### src/rtl/hamming_pkg.sv
// Shared definitions for the sequential Hamming-weight unit: FSM state
// encoding and a constant-foldable ceil(log2) helper used for derived widths.
package hamming_pkg;

  typedef enum logic [1:0] {
    ST_IDLE = 2'd0,
    ST_RUN  = 2'd1,
    ST_DONE = 2'd2
  } hw_state_e;

  // ceil(log2(value)); returns 0 for value <= 1.
  function automatic int hw_clog2(input int value);
    int result;
    int rem;
    result = 32'sd0;
    rem    = value - 32'sd1;
    while (rem > 32'sd0) begin
      result = result + 32'sd1;
      rem    = rem >>> 1;
    end
    return result;
  endfunction

endpackage

### src/rtl/popcount_chunk.sv
// Combinational population count of an N-bit slice.
// Built as a balanced binary tree (heap-indexed) of ripple-carry adders made
// from half/full adder cells. Leaves beyond N are tied to zero so the tree can
// always be a power of two wide. Each node is OW bits wide; no node sum can
// exceed N, so the dropped carry out of the top bit is always zero.
module popcount_chunk
  import hamming_pkg::*;
#(
  parameter int N = 8,
  localparam int OW  = hw_clog2(N + 1),
  localparam int LVL = hw_clog2(N),
  localparam int P   = 1 << LVL
) (
  input  logic [N-1:0]  in_bits,
  output logic [OW-1:0] count
);

  // Node 0 is the root; node i has children 2i+1 and 2i+2; leaves at P-1..2P-2.
  logic [OW-1:0] node_s [2*P-1];

  genvar j;
  generate
    for (j = 0; j < P; j++) begin : g_leaf
      if (j < N) begin : g_real
        assign node_s[P-1+j] = OW'(in_bits[j]);
      end else begin : g_pad
        assign node_s[P-1+j] = '0;
      end
    end
  endgenerate

  genvar i, b;
  generate
    for (i = 0; i < P - 1; i++) begin : g_node
      logic [OW-1:0] lhs_s;
      logic [OW-1:0] rhs_s;
      logic [OW-1:0] sum_s;
      logic [OW-1:0] carry_s;

      assign lhs_s      = node_s[2*i+1];
      assign rhs_s      = node_s[2*i+2];
      assign carry_s[0] = 1'b0;

      for (b = 0; b < OW; b++) begin : g_bit
        assign sum_s[b] = lhs_s[b] ^ rhs_s[b] ^ carry_s[b];
        if (b < OW - 1) begin : g_cout
          assign carry_s[b+1] = (lhs_s[b] & rhs_s[b]) |
                                (lhs_s[b] & carry_s[b]) |
                                (rhs_s[b] & carry_s[b]);
        end
      end

      assign node_s[i] = sum_s;
    end
  endgenerate

  assign count = node_s[0];

endmodule

### src/rtl/hamming_weight_seq.sv
// Multi-cycle Hamming-weight unit: counts CHUNK bits per cycle with a shared
// combinational chunk counter and accumulates into a CW-bit result.
// Optional feature macro: HAMMING_DIST_EN -- adds in_data_b and counts the
// bits of in_data ^ in_data_b (Hamming distance) with identical timing.
module hamming_weight_seq
  import hamming_pkg::*;
#(
  parameter int WIDTH = 32,
  parameter int CHUNK = 8,
  localparam int NCHUNK = WIDTH / CHUNK,
  localparam int CW     = hw_clog2(WIDTH + 1),
  localparam int IW     = (hw_clog2(NCHUNK) > 1) ? hw_clog2(NCHUNK) : 1,
  localparam int PW     = hw_clog2(CHUNK + 1)
) (
  input  logic             clk,
  input  logic             rst_n,
  input  logic             in_valid,
  output logic             in_ready,
  input  logic [WIDTH-1:0] in_data,
`ifdef HAMMING_DIST_EN
  input  logic [WIDTH-1:0] in_data_b,
`endif
  output logic             out_valid,
  input  logic             out_ready,
  output logic [CW-1:0]    out_count,
  output logic             busy
);

  hw_state_e        state_r;
  logic [WIDTH-1:0] shift_r;
  logic [WIDTH-1:0] operand_s;
  logic [CW-1:0]    acc_r;
  logic [CW-1:0]    acc_next_s;
  logic [IW-1:0]    idx_r;
  logic [PW-1:0]    chunk_cnt_s;
  logic             last_s;
  logic             accept_s;

`ifdef HAMMING_DIST_EN
  assign operand_s = in_data ^ in_data_b;
`else
  assign operand_s = in_data;
`endif

  popcount_chunk #(
    .N(CHUNK)
  ) u_popcount_chunk (
    .in_bits(shift_r[CHUNK-1:0]),
    .count  (chunk_cnt_s)
  );

  assign acc_next_s = acc_r + CW'(chunk_cnt_s);
  assign last_s     = (idx_r == IW'(NCHUNK - 1));

  // Ready in IDLE, or in DONE when the result is being taken this cycle so a
  // new operand can be loaded without an idle bubble.
  assign in_ready = (state_r == ST_IDLE) || ((state_r == ST_DONE) && out_ready);
  assign accept_s = in_valid && in_ready;

  // Control FSM plus datapath registers; all status outputs except in_ready are flops.
  always_ff @(posedge clk or negedge rst_n) begin
    if (!rst_n) begin
      state_r   <= ST_IDLE;
      shift_r   <= '0;
      acc_r     <= '0;
      idx_r     <= '0;
      out_valid <= 1'b0;
      out_count <= '0;
      busy      <= 1'b0;
    end else begin
      case (state_r)
        ST_IDLE: begin
          if (accept_s) begin
            shift_r <= operand_s;
            acc_r   <= '0;
            idx_r   <= '0;
            busy    <= 1'b1;
            state_r <= ST_RUN;
          end
        end
        ST_RUN: begin
          acc_r   <= acc_next_s;
          shift_r <= shift_r >> CHUNK;
          idx_r   <= idx_r + IW'(1);
          if (last_s) begin
            out_count <= acc_next_s;
            out_valid <= 1'b1;
            busy      <= 1'b0;
            state_r   <= ST_DONE;
          end
        end
        ST_DONE: begin
          if (out_ready) begin
            out_valid <= 1'b0;
            if (in_valid) begin
              shift_r <= operand_s;
              acc_r   <= '0;
              idx_r   <= '0;
              busy    <= 1'b1;
              state_r <= ST_RUN;
            end else begin
              state_r <= ST_IDLE;
            end
          end
        end
        default: begin
          state_r   <= ST_IDLE;
          out_valid <= 1'b0;
          busy      <= 1'b0;
        end
      endcase
    end
  end

endmodule

### config.mk
export PLATFORM = sky130hd
export DESIGN_NAME = hamming_weight_seq
export DESIGN_NICKNAME = d
export VERILOG_FILES = /design/src/rtl/hamming_pkg.sv /design/src/rtl/popcount_chunk.sv /design/src/rtl/hamming_weight_seq.sv
export SDC_FILE = /design/constraint.sdc
export NUM_CORES = 1
export LEC_CHECK = 0
export CAP_MARGIN = 20
export CORE_ASPECT_RATIO = 1.25
export CORE_UTILIZATION = 52
export DETAILED_ROUTE_END_ITERATION = 16
export GPL_TIMING_DRIVEN = 0
export HOLD_SLACK_MARGIN = 0.1
export PLACE_DENSITY_LB_ADDON = 0.12
export SLEW_MARGIN = 10
export SYNTH_ARGS = -nofsm -noshare
export SYNTH_HDL_FRONTEND = slang
export SYNTH_SLANG_ARGS = --single-unit
export TNS_END_PERCENT = 1
### constraint.sdc
create_clock -name clk -period 3.7 [get_ports clk]
set_input_delay 0.925 -clock clk [delete_from_list [all_inputs] [get_ports clk]]
set_output_delay 0.925 -clock clk [all_outputs]
set_load 0.01 [all_outputs]
==> metrics.txt <==
status finished, final reports clean; cell type contributing the most total cell area after synthesis dfrtp_1; final layout net count approximately 380; routed via count 2,010; number of max-slew violations in the final report 0; detailed-placement wirelength estimate 3991 um; initial detailed-routing violation count between 100 and 150; Post-Syn Area 2554 um2; top cells by area, synth dfrtp_1 (49%), nand2_1 (12%), a31oi_1 (6.1%), ha_1 (5.9%), nor2_1 (4.4%); transition time of the tightest slew-check pin 565.1 ps; Clk Latency, worst-skew pair around 300 ps; Core Region 4730 um2; CP Capture Type flip-flop; setup fix buffers added after clock tree synthesis 0; required time of the critical path 3870 ps; share of final-layout standard cells stronger than drive strength 1 9.422%; Ant. Diodes 0; quantity of hold-fixing buffers added after cts 0; portion of netlist area occupied by mux cells less than 1%; period utilization 93.00%; sort of element at the start of the critical path flip-flop; max-capacitance violation count 0; least setup slack across all paths after layout between 200 and 300 ps; Ports 45; pin count of the biggest net entering global routing 28; share of the synthesized area in compound gates (AO/OA/AOI/OAI) 12.10%; setup repair after global routing missed its margin no; synthesized netlist net count 329; post-synthesis register bit count 50; Worst Hold Class flip-flop to flip-flop; # resized after CTS 0; GRT Total Usage a little under a quarter; routability congestion estimate from global placement ~0.83; Total Wirelength 5200 um; Post-Place Cells ~380; buffer depth of the longest clock path 2; area share of the largest cell type after synthesis 49.00%; residual antenna-violating net count after detailed routing 0; count of cell types in the netlist 30; pre-CTS setup slack 181.8 ps; aggregate negative setup slack 0 ps; Sink Count 50; area share of and/or/nand/nor cells after synthesis between 10% and 20%; Wirelength per Cell 13.37 um; count of TritonRoute iterations in the first routing pass 4; number of global-route vias before repair 1,933; final routed DRC violation total 0; Clk Tree Root Cell clkbuf_8; share of synthesized cell area in full adder, half adder and majority cells slightly below 10%; Num CTS Buffers 5; Min-Delay Startpoint shift_r[30]; Max Fanout on Critical Path 3; post-route insts no fill about 390; via/cell ratio 5.167; xor/xnor share of the synthesized area 1.372%; initial antenna violation count 0; num rows 28; launching element of the worst setup path shift_r[0]; die height between 80 and 90 um; Seq. cell area 1251 um2; clock transition at the registers of the reported paths 90 ps; total count of hold-check failures in the final report 0; starting utilization of the core area 53.99%; horizontal die dimension 64.68 um; area occupied by multi-input gates 1126 um2; shortest clock period the worst path allows after layout between 3000 and 4000 ps; # port buffers between 40 and 50; final setup violation count 0; signed area change from the synthesized netlist to the final layout 24.74%; TritonCTS clock tree done; combinational family with the most area after synthesis simple AND/OR/NAND/NOR gates; reg2reg start shift_r[0]; relative slew slack between 60% and 70%; crit path DAT ~3600 ps; type of the worst setup path flip-flop to flip-flop; global-route congestion overflow total 0; Filler Cells Inserted 412; largest clock skew in the final design 7.129 ps; synthesis warning total 0; maximum level of the CTS H-tree 2; Mean Syn Cell Area 9.253 um2; number of standard cells after synthesis approximately 280; Min Hold Slack 472.5 ps; proportion of synthesized chip area in sequential cells 49.00%; achievable clock frequency just under 300 MHz; Die Outline Area ~5200 um2; global-route wire length before repair 8921 um
## flip-flops by register name (all words and copies together) (netlist names)
signal and cells:
acc_r 6, busy 1, idx_r 2, out_count 6, out_valid 1, shift_r 32
state_r 2
## cells in the mapped netlist
master / n
a21oi_1: 7
nand2b_4: 1
nand2_4: 1
xnor2_1: 3
nand2_1: 79
xor2_1: 1
inv_1: 12
nor2_1: 30
a21oi_2: 1
a22o_1: 2
buf_4: 3
a21o_1: 1
nor2b_1: 1
clkbuf_1: 1
o21ai_0: 4
dfrtp_1: 50
or2_1: 1
mux2_4: 1
buf_6: 8
o31ai_1: 1
ha_1: 12
o22ai_1: 3
o21ai_1: 6
and2b_1: 1
nand2b_1: 2
buf_2: 5
a31oi_1: 25
nand3_1: 8
fa_1: 5
a211oi_1: 1
## cell usage in the layout, fill, tap and decap left out
master / instances
nand2_4: 1
buf_6: 8
nor2_1: 30
and2b_1: 1
o21ai_1: 6
or2_1: 1
clkdlybuf4s50_1: 43
nand2b_4: 1
mux2_4: 1
nand3_1: 8
o22ai_1: 3
nand2_1: 79
fa_1: 5
nand2b_1: 2
a21oi_1: 7
a22o_1: 2
xor2_1: 1
a21oi_2: 1
a31oi_1: 25
buf_2: 6
a211oi_2: 1
o21ai_0: 4
buf_4: 3
a21o_1: 1
ha_1: 12
inv_1: 12
buf_12: 1
xnor2_1: 3
dfrtp_1: 50
clkinv_2: 1
o31ai_2: 1
clkbuf_8: 6
clkbuf_1: 2
nor2b_1: 1
## final timing paths
path                           endpoint  slack (ps)  cells after the start
max                            acc_r[3]         260                     12
min                         shift_r[30]         470                      2
max reg2reg                    acc_r[3]         260                     12
min reg2reg                 shift_r[30]         470                      2
max in group asynchronous   shift_r[21]        2550                      2
min in group asynchronous  out_count[2]         610                      1
## kinds of logic after synthesis
group | Yosys count
AND/OR/NAND/NOR | 124
AO/OA/AOI/OAI | 51
flip-flops | 50
buffers and inverters | 29
adder cells (fa/ha/maj) | 17
XOR/XNOR | 4
multiplexers | 1
## routing by layer
metal / routed length [um] / vias to the layer above / share of wire [%] / GRT usage [%]
li1: - / 1012 / - / -
met4: 52 / 0 / 1.0 / 5.333
met1: 2305 / 962 / 44 / 29.21
met5: 0 / - / 0 / 0
met3: 162 / 5 / 3.1 / 4.545
met2: 2679 / 31 / 52 / 39.58
## critical path, stage by stage (launching register included)
cell and delay (ps):
dfrtp_1 400, ha_1 290, ha_1 210, fa_1 480, inv_1 60, fa_1 440
fa_1 490, inv_1 40, ha_1 210, a211oi_2 270, nor2_1 90, xnor2_1 210
o21ai_0 120
## metrics by stage
step,utilization [%],instance area [um2]
6_report,67.35,3186
3_5_place_dp,65.21,3084
5_1_grt,67.35,3186
3_3_place_gp,64.89,3069
2_1_floorplan,-,2554
4_1_cts,67.14,3176
## layout make-up
type | instances | share of cell area (%)
flip-flops and latches | 50 | 39.28
clock inverters | 1 | 0.1571
clock buffers | 7 | 2.710
multi-input cells | 197 | 35.35
well taps | 60 | 2.357
inverters | 12 | 1.414
plain buffers | 17 | 4.438
repair buffers | 45 | 14.30
Power is left out: the tool's default activity adds up to more than one toggle a clock period on the data nets, which glitch-free logic cannot reach.
